$ cat src/rtl/stopwatch_display_pkg.sv
// Shared types and constants for the stopwatch BCD converter and 7-segment multiplexer.
package stopwatch_display_pkg;

    typedef enum logic [1:0] {
        IDLE     = 2'd0,
        CONV_SEC = 2'd1,
        CONV_MIN = 2'd2,
        COMMIT   = 2'd3
    } state_e;

    // Active-high patterns, bit order {g,f,e,d,c,b,a}
    localparam logic [6:0] SEG_0     = 7'h3F;
    localparam logic [6:0] SEG_1     = 7'h06;
    localparam logic [6:0] SEG_2     = 7'h5B;
    localparam logic [6:0] SEG_3     = 7'h4F;
    localparam logic [6:0] SEG_4     = 7'h66;
    localparam logic [6:0] SEG_5     = 7'h6D;
    localparam logic [6:0] SEG_6     = 7'h7D;
    localparam logic [6:0] SEG_7     = 7'h07;
    localparam logic [6:0] SEG_8     = 7'h7F;
    localparam logic [6:0] SEG_9     = 7'h6F;
    localparam logic [6:0] SEG_BLANK = 7'h00;

    localparam logic [1:0] DIG_SEC_ONES = 2'd0;
    localparam logic [1:0] DIG_SEC_TENS = 2'd1;
    localparam logic [1:0] DIG_MIN_ONES = 2'd2;
    localparam logic [1:0] DIG_MIN_TENS = 2'd3;

    localparam int REFRESH_DIV_DEF = 50000;

endpackage

$ cat src/rtl/stopwatch_display_if.sv
// Stopwatch-to-display bus: binary time in, pin drive and committed BCD out.
interface stopwatch_display_if;
    logic [5:0]  sec;
    logic [5:0]  min;
    logic [6:0]  seg;
    logic        dp;
    logic [3:0]  an;
    logic [15:0] bcd;
    logic        conv_done;

    modport master (output sec, output min,
                    input seg, input dp, input an, input bcd, input conv_done);
    modport slave  (input sec, input min,
                    output seg, output dp, output an, output bcd, output conv_done);
endinterface

$ cat src/rtl/stopwatch_display_seg7_decoder.sv
// Combinational BCD digit to active-high 7-segment pattern; codes above 9 blank.
module seg7_decoder
    import stopwatch_display_pkg::*;
(
    input  logic [3:0] digit,
    output logic [6:0] pattern
);

    // Digit lookup
    always_comb begin
        pattern = SEG_BLANK;
        case (digit)
            4'd0:    pattern = SEG_0;
            4'd1:    pattern = SEG_1;
            4'd2:    pattern = SEG_2;
            4'd3:    pattern = SEG_3;
            4'd4:    pattern = SEG_4;
            4'd5:    pattern = SEG_5;
            4'd6:    pattern = SEG_6;
            4'd7:    pattern = SEG_7;
            4'd8:    pattern = SEG_8;
            4'd9:    pattern = SEG_9;
            default: pattern = SEG_BLANK;
        endcase
    end

endmodule

$ cat src/rtl/stopwatch_display.sv
// Binary MM:SS to BCD via iterative subtract-10 FSM, then multiplexed onto a 4-digit 7-segment display.
module stopwatch_display
    import stopwatch_display_pkg::*;
#(
    parameter int REFRESH_DIV    = REFRESH_DIV_DEF,
    parameter bit SEG_ACTIVE_LOW = 1'b1,
    parameter bit AN_ACTIVE_LOW  = 1'b1
)(
    input  logic                clk,
    input  logic                rst_n,
    stopwatch_display_if.slave  bus
);

    localparam int CNT_W = (REFRESH_DIV > 2) ? $clog2(REFRESH_DIV) : 1;

    state_e      state_r;
    logic [5:0]  snap_sec_r, snap_min_r, comm_sec_r, comm_min_r, rem_r;
    logic [2:0]  tens_r, sec_tens_r, min_tens_r;
    logic [3:0]  sec_ones_r, min_ones_r;
    logic [15:0] bcd_r;
    logic        conv_done_r;
    logic [CNT_W-1:0] cnt_r;
    logic [1:0]  idx_r;
    logic [6:0]  seg_r;
    logic        dp_r;
    logic [3:0]  an_r;
    logic [3:0]  digit_s;
    logic [6:0]  pattern_s;

    // Conversion FSM; the remainder register is reused for seconds then minutes
    always_ff @(posedge clk) begin
        if (!rst_n) begin
            state_r     <= IDLE;
            snap_sec_r  <= 6'd0;
            snap_min_r  <= 6'd0;
            comm_sec_r  <= 6'd0;
            comm_min_r  <= 6'd0;
            rem_r       <= 6'd0;
            tens_r      <= 3'd0;
            sec_tens_r  <= 3'd0;
            min_tens_r  <= 3'd0;
            sec_ones_r  <= 4'd0;
            min_ones_r  <= 4'd0;
            bcd_r       <= 16'd0;
            conv_done_r <= 1'b0;
        end else begin
            conv_done_r <= 1'b0;
            case (state_r)
                IDLE: begin
                    if ({bus.min, bus.sec} != {comm_min_r, comm_sec_r}) begin
                        snap_sec_r <= bus.sec;
                        snap_min_r <= bus.min;
                        rem_r      <= bus.sec;
                        tens_r     <= 3'd0;
                        state_r    <= CONV_SEC;
                    end else begin
                        state_r    <= IDLE;
                    end
                end
                CONV_SEC: begin
                    if (rem_r >= 6'd10) begin
                        rem_r  <= rem_r - 6'd10;
                        tens_r <= tens_r + 3'd1;
                    end else begin
                        sec_ones_r <= rem_r[3:0];
                        sec_tens_r <= tens_r;
                        rem_r      <= snap_min_r;
                        tens_r     <= 3'd0;
                        state_r    <= CONV_MIN;
                    end
                end
                CONV_MIN: begin
                    if (rem_r >= 6'd10) begin
                        rem_r  <= rem_r - 6'd10;
                        tens_r <= tens_r + 3'd1;
                    end else begin
                        min_ones_r <= rem_r[3:0];
                        min_tens_r <= tens_r;
                        state_r    <= COMMIT;
                    end
                end
                COMMIT: begin
                    bcd_r       <= {1'b0, min_tens_r, min_ones_r, 1'b0, sec_tens_r, sec_ones_r};
                    comm_sec_r  <= snap_sec_r;
                    comm_min_r  <= snap_min_r;
                    conv_done_r <= 1'b1;
                    state_r     <= IDLE;
                end
                default: state_r <= IDLE;
            endcase
        end
    end

    // Digit slot timer
    always_ff @(posedge clk) begin
        if (!rst_n) begin
            cnt_r <= '0;
            idx_r <= 2'd0;
        end else if (cnt_r == CNT_W'(REFRESH_DIV - 1)) begin
            cnt_r <= '0;
            idx_r <= idx_r + 2'd1;
        end else begin
            cnt_r <= cnt_r + CNT_W'(1);
        end
    end

    // Select the committed digit for the current slot
    always_comb begin
        digit_s = 4'd0;
        case (idx_r)
            DIG_SEC_ONES: digit_s = bcd_r[3:0];
            DIG_SEC_TENS: digit_s = bcd_r[7:4];
            DIG_MIN_ONES: digit_s = bcd_r[11:8];
            DIG_MIN_TENS: digit_s = bcd_r[15:12];
            default:      digit_s = 4'd0;
        endcase
    end

    seg7_decoder u_dec (
        .digit   (digit_s),
        .pattern (pattern_s)
    );

    // Pin registers with polarity applied
    always_ff @(posedge clk) begin
        if (!rst_n) begin
            seg_r <= SEG_0 ^ {7{SEG_ACTIVE_LOW}};
            an_r  <= 4'b0001 ^ {4{AN_ACTIVE_LOW}};
            dp_r  <= SEG_ACTIVE_LOW;
        end else begin
            seg_r <= pattern_s ^ {7{SEG_ACTIVE_LOW}};
            an_r  <= (4'b0001 << idx_r) ^ {4{AN_ACTIVE_LOW}};
            dp_r  <= (idx_r == DIG_MIN_ONES) ^ SEG_ACTIVE_LOW;
        end
    end

    assign bus.seg       = seg_r;
    assign bus.an        = an_r;
    assign bus.dp        = dp_r;
    assign bus.bcd       = bcd_r;
    assign bus.conv_done = conv_done_r;

endmodule

$ cat src/flat_wrapper.sv
// flat-port wrapper written by rule: the top's interface ports become plain ports
module stopwatch_display_flat import stopwatch_display_pkg::*;
#(
    parameter int REFRESH_DIV    = REFRESH_DIV_DEF,
    parameter bit SEG_ACTIVE_LOW = 1'b1,
    parameter bit AN_ACTIVE_LOW  = 1'b1
)
  (clk, rst_n, bus_sec, bus_min, bus_seg, bus_dp, bus_an, bus_bcd, bus_conv_done);
  stopwatch_display_if bus_i ();
  input  logic clk;
  input  logic rst_n;
  input wire logic [$bits(bus_i.sec)-1:0] bus_sec;
  input wire logic [$bits(bus_i.min)-1:0] bus_min;
  output wire logic [$bits(bus_i.seg)-1:0] bus_seg;
  output wire logic [$bits(bus_i.dp)-1:0] bus_dp;
  output wire logic [$bits(bus_i.an)-1:0] bus_an;
  output wire logic [$bits(bus_i.bcd)-1:0] bus_bcd;
  output wire logic [$bits(bus_i.conv_done)-1:0] bus_conv_done;
  assign bus_i.sec = bus_sec;
  assign bus_i.min = bus_min;
  assign bus_seg = bus_i.seg;
  assign bus_dp = bus_i.dp;
  assign bus_an = bus_i.an;
  assign bus_bcd = bus_i.bcd;
  assign bus_conv_done = bus_i.conv_done;
  stopwatch_display #(.REFRESH_DIV(REFRESH_DIV), .SEG_ACTIVE_LOW(SEG_ACTIVE_LOW), .AN_ACTIVE_LOW(AN_ACTIVE_LOW)) u_core (.clk(clk), .rst_n(rst_n), .bus(bus_i));
endmodule
$ cat config.mk
export PLATFORM = sky130hd
export DESIGN_NAME = stopwatch_display_flat
export DESIGN_NICKNAME = d
export VERILOG_FILES = /design/src/rtl/stopwatch_display_pkg.sv /design/src/rtl/stopwatch_display_if.sv /design/src/rtl/stopwatch_display_seg7_decoder.sv /design/src/rtl/stopwatch_display.sv /design/src/flat_wrapper.sv
export SDC_FILE = /design/constraint.sdc
export NUM_CORES = 1
export LEC_CHECK = 0
export BUFFER_PORTS_ARGS = -buffer_cell sky130_fd_sc_hd__buf_4
export CAP_MARGIN = 20
export CORE_MARGIN = 2
export CORE_UTILIZATION = 49
export DETAILED_ROUTE_END_ITERATION = 7
export PLACE_DENSITY = 0.78
export SLEW_MARGIN = 20
export SYNTH_ARGS = -nofsm -noshare
export SYNTH_HDL_FRONTEND = slang
export SYNTH_HIERARCHICAL = 1
export SYNTH_SLANG_ARGS = --single-unit
$ cat constraint.sdc
create_clock -name clk -period 2.3 [get_ports clk]
set_clock_uncertainty 0.1 [all_clocks]
set_input_delay 0.115 -clock clk [delete_from_list [all_inputs] [get_ports clk]]
set_output_delay 0.115 -clock clk [all_outputs]
set_load 0.05 [all_outputs]
=== Word level (Yosys, flattened, before mapping) ===
Memories as Yosys holds them, arrays and structs flattened.
Cells that the tools add are included.

* Flip-flop bits (word level): 94
* Bits in latches: 0
* RAM bits: 0
* ROM bits: 112
* Input port bits: 14
* Logic and storage cells: 65
* Memories kept: 1

* Add/subtract/negate cells: 4
* Multiply operators: 0
* Divide/modulo/power cells: 0
* $lt $le $gt $ge: 1
* Equal/unequal tests: 12
* Shift operators: 1
* Muxes and demuxes: 14
* Bitwise operators: 5
* Reductions and logical operators: 9

{| class="wikitable"
|+ Memories
! memory !! words !! bits a word !! read ports !! clocked after Yosys merged registers in !! write ports !! line !! text
|-
| (name not given) || 16 || 7 || 1 || 0 || 0 || stopwatch_display_seg7_decoder.sv:12 || <nowiki>case (digit)</nowiki>
|}

{| class="wikitable"
|+ Operators with widths
! cell !! count
|-
| $mux W6 || 3
|-
| $pmux W6 S3 || 1
|-
| $add A16 B1 Y16 const B || 1
|-
| $eq A16 B16 Y1 const B || 1
|-
| $pmux W4 S4 || 1
|-
| $ne A12 B12 Y1 || 1
|-
| $mux W3 || 3
|-
| $pmux W3 S3 || 1
|-
| $eq A2 B2 Y1 const B || 4
|-
| $pmux W2 S4 || 1
|-
| $reduce_and A2 Y1 || 4
|-
| $not A7 Y7 || 1
|-
| $ge A6 B4 Y1 const B || 1
|-
| $sub A6 B4 Y6 const B || 1
|-
| $eq A2 B1 Y1 const B || 2
|-
| $logic_not A2 Y1 || 2
|-
| $mux W2 || 2
|-
| $ne A2 B1 Y1 const B || 2
|-
| $ne A2 B2 Y1 const B || 2
|-
| $not A4 Y4 || 1
|-
| $shl A1 B2 Y4 const A || 1
|-
| $add A3 B1 Y3 const B || 1
|-
| $not A1 Y1 || 3
|-
| $reduce_and A3 Y1 || 1
|-
| other kinds (4) || 5
|}

=== Longest topological paths before layout ===
Gate-level depths: netlist of run 1.
An unclocked memory read counts as a cell.

* Word-level depth: 4
* Mapped depth: 10

=== Cells and area by module ===
Netlist of run 1, hierarchy kept.

{| class="wikitable"
|+ By module, submodules not included
! module !! instances !! cells each !! area each (um^2)
|-
| stopwatch_display || 1 || 440 || 3978.8
|-
| seg7_decoder || 1 || 28 || 220.2
|}

=== Worst setup path before layout of run 1 ===
No wires, ideal clock.

* Path kind: reg2reg
* Start point: register u_core.idx_r[0]
* End point: register u_core.seg_r[0] (netlist: u_core/bus.seg[0])
* Library setup time: 0.126 ns
* Arrival time: 1.909 ns
* Required time: 2.074 ns
* Setup slack: 0.165 ns
* Stages on the path, launching flop included: 11
* Buffers on the path: 1
* Clock period less this slack: 2.135 ns
* Cell sequence: dfxtp_1 inv_1 ha_1 clkbuf_1 mux2i_1 inv_2 ha_1 nor2_1 a21oi_1 o22ai_1 nor2_1

* Word-level cells in the longest chain between the ends: 4

{| class="wikitable"
|+ RTL lines
! what !! line !! text
|-
| from (decl) || stopwatch_display.sv:23 || <nowiki>logic [1:0] idx_r;</nowiki>
|-
| from (signal assigned) || stopwatch_display.sv:101 || <nowiki>idx_r <= idx_r + 2'd1;</nowiki>
|-
| $eq A2 B2 Y1, or another cell as far along || stopwatch_display.sv:110 || <nowiki>case (idx_r)</nowiki>
|-
| $pmux W4 S4 * || stopwatch_display.sv:110 ||
|-
| named net u_core.digit_s[1] || stopwatch_display.sv:27 || <nowiki>logic [3:0] digit_s;</nowiki>
|-
| $mem_v2 Z16 W7 * || n/a ||
|-
| named net u_core.pattern_s[0] || stopwatch_display.sv:28 || <nowiki>logic [6:0] pattern_s;</nowiki>
|-
| $not A7 Y7 (no source line) * || n/a ||
|-
| to (signal assigned) || stopwatch_display.sv:127 || <nowiki>seg_r <= SEG_0 ^ {7{SEG_ACTIVE_LOW}};</nowiki>
|-
| to (signal assigned) || stopwatch_display.sv:131 || <nowiki>seg_r <= pattern_s ^ {7{SEG_ACTIVE_LOW}};</nowiki>
|-
| to (decl) || stopwatch_display.sv:24 || <nowiki>logic [6:0] seg_r;</nowiki>
|}

Mark *: on every way through the listed nets, which the timed path passes. The rest lies on a longest branch.
A chain may end at the register's enable or synchronous reset.

=== Final worst setup path of run 1 ===
* Start point: input port bus_sec[0]
* End point: register u_core.rem_r[0]

* Word-level cells in the longest chain between the ends: 3

{| class="wikitable"
|+ RTL lines
! what !! line !! text
|-
| from (decl) || flat_wrapper.sv:12 || <nowiki>input wire logic [$bits(bus_i.sec)-1:0] bus_sec;</nowiki>
|-
| $ne A12 B12 Y1 || stopwatch_display.sv:50 || <nowiki>if ({bus.min, bus.sec} != {comm_min_r, comm_sec_r}) begin</nowiki>
|-
| $ne A2 B1 Y1 (no source line) || n/a ||
|-
| $reduce_and A3 Y1 (no source line) || n/a ||
|-
| to (signal assigned) || stopwatch_display.sv:53 || <nowiki>rem_r <= bus.sec;</nowiki>
|-
| to (signal assigned) || stopwatch_display.sv:62 || <nowiki>rem_r <= rem_r - 6'd10;</nowiki>
|-
| to (signal assigned) || stopwatch_display.sv:67 || <nowiki>rem_r <= snap_min_r;</nowiki>
|-
| to (decl) || stopwatch_display.sv:17 || <nowiki>logic [5:0] snap_sec_r, snap_min_r, comm_sec_r, comm_min_r, rem_r;</nowiki>
|}

Parallel ways exist; a longest one is shown, timed or not. The select of a mux whose other input is x is not followed.

==> impl_metrics.ini, run 1 <==
[outcome]
status = complete, no violations

[global_routing]
grt_pass1_vias = 3085
grt-ovfl-total = 0
grt_max_degree = 42
grt_use_total_pct = 19.6
grt_first_pass_wirelength_um = 14200
antenna_found_initial = 0

[timing]
tns_ns = 0
fin_crit_ns = 2.16
rsz0062_at_grt = no
hold_viol = 0
slew_viol_final = 0
max_slew_margin_pct = 50.9
fin_crit_sh_pct = 93.8
max_freq_ghz = 0.463
worst_pin_slew_ns = 0.736
finalSetupViolCount = 0

[clocking]
clock_latency_ns = 0.37
htree_levels = 3
cts_buffers = 9
clk_path_buf_depth = 2
cts_tree = done
cts_root_buf = clkbuf_8
clock_sinks = 93
cts.reportedPaths.clkPinSlew_ns = 0.10

[critical_path]
r2r_slack_ns = 0.16
crit_family = simple AND/OR/NAND/NOR gates
critical_path_buf_inv_count = 2
slowest_stage = dlygate4sd3_1
critPathRequiredTime_ns = 2.46
crit_start = bus_sec[0]
timing.rr.start = u_core/idx_r[0]
endpoint_kind = flop
r2r.worst_path.cells = 8
cp.depth = 7
crit_fanout = 9
cp_data_arrival_time_ns = 2.32
path_cells = dlygate4sd3_1 -> buf_4 -> xor2_1 -> nor4_1 -> and4_1 -> nor2_1 -> a311oi_1
cp-start-kind = input pin
crit_type = input pin to flop
max_stage_delay_ns = 0.53

[yosys]
yosys.cell_types.count = 56
synth.cell_area_um2 = 4200
synth_edf_count = 0
syn_inst = 468
synth_seq_cells = 93
yosys_warnings = 6
ys_async_sr_fraction_pct = 0
yosys_most_used_dff = dfxtp_1
ys_seq_area_share_pct = 44.3
syn_area_per_cell_um2 = 8.97

[routing]
top_layer = met4
vias = 3277
wl_met3_um = 513
met1_length_um = 3920
dr.pass1.iters = 5
vias_per_cell = 5.26
wl_um = 8540
drt_drc_violations_left = 0
wl_per_cell_um = 13.7
drt.antenna.violating_nets = 0
drt-initial-drc-count = 143
wl_met2_um = 4010

[placed_design]
dpl.cell_count = 594
globalplace.congestion = 0.824
io_buffers = 40
hpwl_um = 5930

[final_layout]
mostFrequentLayoutCell = dfxtp_1
drive_above_1_share_pct = 15.8
fill_cells = 745
nets = 545
area_delta_synth_final_pct = 16.3
final_cell_mix = dfxtp_1, nor2_1, buf_4
final_cells = 623
diodes = 0

[pwr]
report.power.total_mw = 4.32
p_sw_mw = 1.55
ir_drop_v = 0.000786
combPwrFrac_pct = 31.2
internal_power_mw = 2.77
power_density_nw_per_um2 = 884
switching_share_pct = 35.8
power_frac_seq_pct = 44.8
clockPowerShare_pct = 24.1
power.static_leakage_nw = 1.95

[floorplanning]
initial_utilization_pct = 50.8
rows = 33
die-area_um2 = 9330
die_h_um = 96.6
ios = 43
dieWidth_um = 96.6
core_um2 = 8260

[min_path]
whs_path_depth = 2
holdCritPathClass = input pin to flop
hp-start = rst_n

[job]
maxCapViolCount = 0
## per-stage QoR
stage                     cell area (um2)  utilization [%]  worst slack (ns)  hold slack (ns)
after global placement               4560             55.2             0.272            0.288
after floorplan                      4200                -             0.165            0.155
after CTS                            4870             59.0             0.165           0.0137
after global routing                 4880             59.2           0.00528           0.0456
final                                4880             59.2             0.142           0.0286
after detailed placement             4560             55.2             0.199            0.293
## flip-flops by register name, summed over array words and instances (netlist names)
register,flops
u_core/cnt_r,16
u_core/bus.bcd,14
u_core/bus.seg,7
u_core/comm_min_r,6
u_core/comm_sec_r,6
u_core/rem_r,6
u_core/snap_min_r,6
u_core/snap_sec_r,6
u_core/min_ones_r,4
u_core/sec_ones_r,4
u_core/bus.an,3
u_core/min_tens_r,3
u_core/sec_tens_r,3
u_core/tens_r,3
u_core/idx_r,2
u_core/state_r,2
u_core/bus.conv_done,1
u_core/bus.dp,1
## layout make-up
cell class | instances | area [um2] | share of cell area (%)
inverter | 20 | 75.1 | 1.54
timing repair buffer | 62 | 508 | 10.4
clock inverter | 6 | 57.6 | 1.18
multi-input combinational | 327 | 2110 | 43.3
sequential | 93 | 1860 | 38.1
tap | 105 | 131 | 2.69
clock buffer | 10 | 138 | 2.82
## cells in the mapped netlist (2+ instances only)
library cell	instances	area (um2)
buf_2	7	35.0
a31oi_1	3	18.8
and2_1	2	12.5
o21ai_0	18	90.1
xnor2_1	8	70.1
nor2b_1	4	25.0
o211ai_1	4	30.0
nor2_1	67	251
nor4_1	5	31.3
and3_1	2	12.5
buf_4	4	30.0
nand2_1	47	176
buf_1	2	7.51
clkbuf_1	12	45.0
and4_1	2	17.5
dfxtp_1	93	1860
ha_1	18	225
mux2i_1	36	360
a211oi_1	3	22.5
a311oi_1	2	17.5
inv_2	2	7.51
nor3_1	2	10.0
buf_6	3	33.8
inv_1	18	67.6
a21oi_1	18	90.1
nand4_1	4	25.0
xor2_1	22	193
nand3_1	26	130
a222oi_1	3	30.0
o22ai_1	5	31.3
## worst register-to-register path, stage by stage (launching register included)
cell and delay [ns]:
dfxtp_1 0.38, inv_1 0.11, ha_1 0.28, a222oi_1 0.29
mux2i_1 0.20, buf_4 0.17, ha_1 0.21, o22ai_1 0.19
nand2_1 0.09
## layer usage
metal / vias to the layer above / GRT usage (%)
met3: 10 / 5.97
met2: 90 / 31.6
met5: - / 0
li1: 1681 / -
met1: 1496 / 25.1
met4: 0 / 6.46
## what timing repair did
action,in CTS,in global routing
hold buffers,12,0
setup buffers,0,1
resized for setup,0,2
endpoints found under the hold margin,13,0
endpoints found under the setup margin,0,1
## cell families (layout without fill, tap and decap cells)
group | count (synthesis) | count (layout) | synth area share [%]
flip-flops | 93 | 93 | 44.3
AO/OA/AOI/OAI | 70 | 70 | 11.2
AND/OR/NAND/NOR | 171 | 171 | 18.7
other | 1 | 2 | 0.0893
buffers and inverters | 49 | 98 | 5.51
multiplexers | 36 | 36 | 8.58
adder cells (fa/ha/maj) | 18 | 18 | 5.36
XOR/XNOR | 30 | 30 | 6.26
## worst paths after layout
kind	to
max	u_core/rem_r[0]
min	u_core/bus.an[3]
max reg2reg	u_core/bus.seg[6]
min reg2reg	u_core/cnt_r[0]
## power by group through the flow
stage          combinational (mW)  clock (mW)  sequential, mW
2_1_floorplan                1.05           0            1.91
3_3_place_gp                 1.28           0            1.96
3_5_place_dp                 1.31           0            1.97
4_1_cts                      1.33        1.07            1.93
5_1_grt                      1.49        1.15            1.95
6_report                     1.34        1.04            1.93
(Power assumes the default switching activity.)
==> inputs of run 2 (changes only) <==
Settings changed: PLACE_DENSITY 0.78 to 0.81.
Clock period 2.3 ns to 1.9 ns, I/O delays scaled along.
==> run 2 against run 1 <==
Compared with the run above:
- the run now ends with negative setup slack left
- hold slack improved by 0.12 ns
- cell count rose by 4.5%
- clock power rose by 24%
- non-clock buffer count rose by 28
- sequential share of layout area fell by 3.0 points
- critical path depth rose by 3
- register-to-register slack got worse by 0.27 ns
- first-iteration DRC count rose by 2.8%
- sequential power rose by 21%
==> impl_metrics.ini, run 2 (synthesized netlist as in run 1, its figures left out) <==
[critical_path]
cp-start-kind = flop
path_cells = ha_1 -> a222oi_1 -> buf_4 -> mux2i_4 -> inv_2 -> ha_2 -> nor2_2 -> a21oi_2 -> o22ai_2 -> nor2_1
timing.rr.start = u_core/idx_r[0]
cp.depth = 10
endpoint_kind = flop
crit_type = flop to flop
r2r.worst_path.cells = 10
critical_path_buf_inv_count = 2
r2r_slack_ns = -0.11
critPathRequiredTime_ns = 2.11
cp-endpoint = u_core/bus.seg[3]
cp_data_arrival_time_ns = 2.22
slowest_stage = dfxtp_4
crit_fanout = 4
crit_start = u_core/idx_r[0]
max_stage_delay_ns = 0.38
crit_family = compound AO/OA/AOI/OAI gates
r2r_end = u_core/bus.seg[3]

[timing]
hold_viol = 0
rsz0062_at_grt = yes
fin_crit_ns = 2.01
fin_crit_sh_pct = 106
finalSetupViolCount = 7
fin_ws_ns = -0.111
slew_viol_final = 0
worst_pin_slew_ns = 0.621
max_freq_ghz = 0.497
whs_ns = 0.146
max_slew_margin_pct = 58.5

[global_routing]
grt_pass1_vias = 3496
grt_max_degree = 41
grt_first_pass_wirelength_um = 15800
grt_use_total_pct = 21.7
grt-ovfl-total = 0
antenna_found_initial = 0

[floorplanning]
dieWidth_um = 96.6
ios = 43
initial_utilization_pct = 50.8
die_h_um = 96.6
core_um2 = 8260
rows = 33
die-area_um2 = 9330

[final_layout]
diodes = 0
final_cells = 651
largest_register_ffs = 16
final_cell_mix = dfxtp_1, buf_4, nor2_1
area_delta_synth_final_pct = 27.1
fill_cells = 653
drive_above_1_share_pct = 26.9
nets = 573
mostFrequentLayoutCell = dfxtp_1
max_flop_register = u_core/cnt_r

[pwr]
clockPowerShare_pct = 22.4
combPwrFrac_pct = 36.9
power.static_leakage_nw = 2.11
ir_drop_v = 0.000715
power_density_nw_per_um2 = 1080
power_frac_seq_pct = 40.7
internal_power_mw = 3.66
p_sw_mw = 2.09
switching_share_pct = 36.3

[clocking]
cts.reportedPaths.clkPinSlew_ns = 0.10
cts_buffers = 9
clock_latency_ns = 0.36
clk_path_buf_depth = 2
cts_tree = done
clock_sinks = 93
htree_levels = 3
cts_root_buf = clkbuf_8

[routing]
vias = 3552
vias_per_cell = 5.46
drt-initial-drc-count = 147
drt.antenna.violating_nets = 0
drt_drc_violations_left = 0
wl_per_cell_um = 15.0
dr.pass1.iters = 4
wl_um = 9750

[job]
maxCapViolCount = 0

[outcome]
violations = negative setup slack
status = finished with violations

[min_path]
holdCritPathClass = input pin to flop

[placed_design]
globalplace.congestion = 0.829
pre_cts_ws_ns = -0.106
hpwl_um = 6520
io_buffers = 40
dpl.cell_count = 620
run 2: cell count changes in the layout (fill, tap and decap cells not counted), sizes merged:
cell | before | now
buf | 50 | 78
clkinv | 3 | 1
clkinvlp | 2 | 1
inv | 21 | 24
run 2: layer usage:
layer  part of all wire, %  vias up  track usage [%]
met5                     0        -                0
met4                   1.8        0             8.69
met3                   4.8       13             4.11
met2                    51       91             38.5
met1                    43     1714             25.7
li1                      -     1734                -
run 2: cell type report:
cell class | instances | area [um2] | area share, %
multi-input cells | 327 | 2320 | 43.4
inverters | 20 | 82.6 | 1.55
clock buffers | 10 | 138 | 2.58
flip-flops and latches | 93 | 1880 | 35.1
clock inverters | 6 | 53.8 | 1.01
well taps | 105 | 131 | 2.46
repair buffers | 90 | 738 | 13.8
run 2: how the worst min path moves through the flow:
stage                     depth (start not counted)        from  slack, ns              endpoint
after floorplan                                   2  bus_min[0]       0.13  u_core/snap_min_r[0]
after global placement                            3  bus_min[4]       0.27  u_core/snap_min_r[4]
after detailed placement                          3  bus_min[1]       0.27  u_core/snap_min_r[1]
after CTS                                         3       rst_n       0.12     u_core/bus.seg[6]
after global routing                              3       rst_n       0.17     u_core/bus.seg[6]
final                                             3       rst_n       0.15      u_core/bus.an[3]
run 2: worst reg2reg max path, cell delays in order, from the launching register on:
cell      delay, ns
dfxtp_4        0.38
ha_1           0.25
a222oi_1       0.28
buf_4          0.18
mux2i_4        0.08
inv_2          0.11
ha_2           0.19
nor2_2         0.05
a21oi_2        0.15
o22ai_2        0.11
nor2_1         0.09
run 2: what timing repair did:
| item | CTS | global route |
|---|---|---|
| buffers inserted | 2 | 1 |
| pin swaps | 8 | 5 |
| endpoints found under the setup margin | 10 | 42 |
| hold endpoints to repair | 13 | 0 |
| gates resized for setup | 15 | 35 |
| hold buffers | 12 | 0 |
run 2: through the flow:
step                      area, um2  TNS (ns)  total power, mW  utilization (%)
after floorplan                4230   -0.0312             3.60                -
after global placement         4790   -0.0170             4.16             58.1
after detailed placement       4790    -0.389             4.23             58.1
after CTS                      5190   -0.0766             5.56             62.8
after global routing           5340     -1.23             6.06             64.6
final                          5340    -0.535             5.75             64.6
run 2: power groups by stage:
stage / combinational (mW) / clock, mW / sequential (mW)
6_report: 2.12 / 1.29 / 2.34
5_1_grt: 2.31 / 1.38 / 2.37
4_1_cts: 1.91 / 1.32 / 2.33
3_5_place_dp: 1.86 / 0 / 2.37
3_3_place_gp: 1.80 / 0 / 2.36
2_1_floorplan: 1.28 / 0 / 2.32
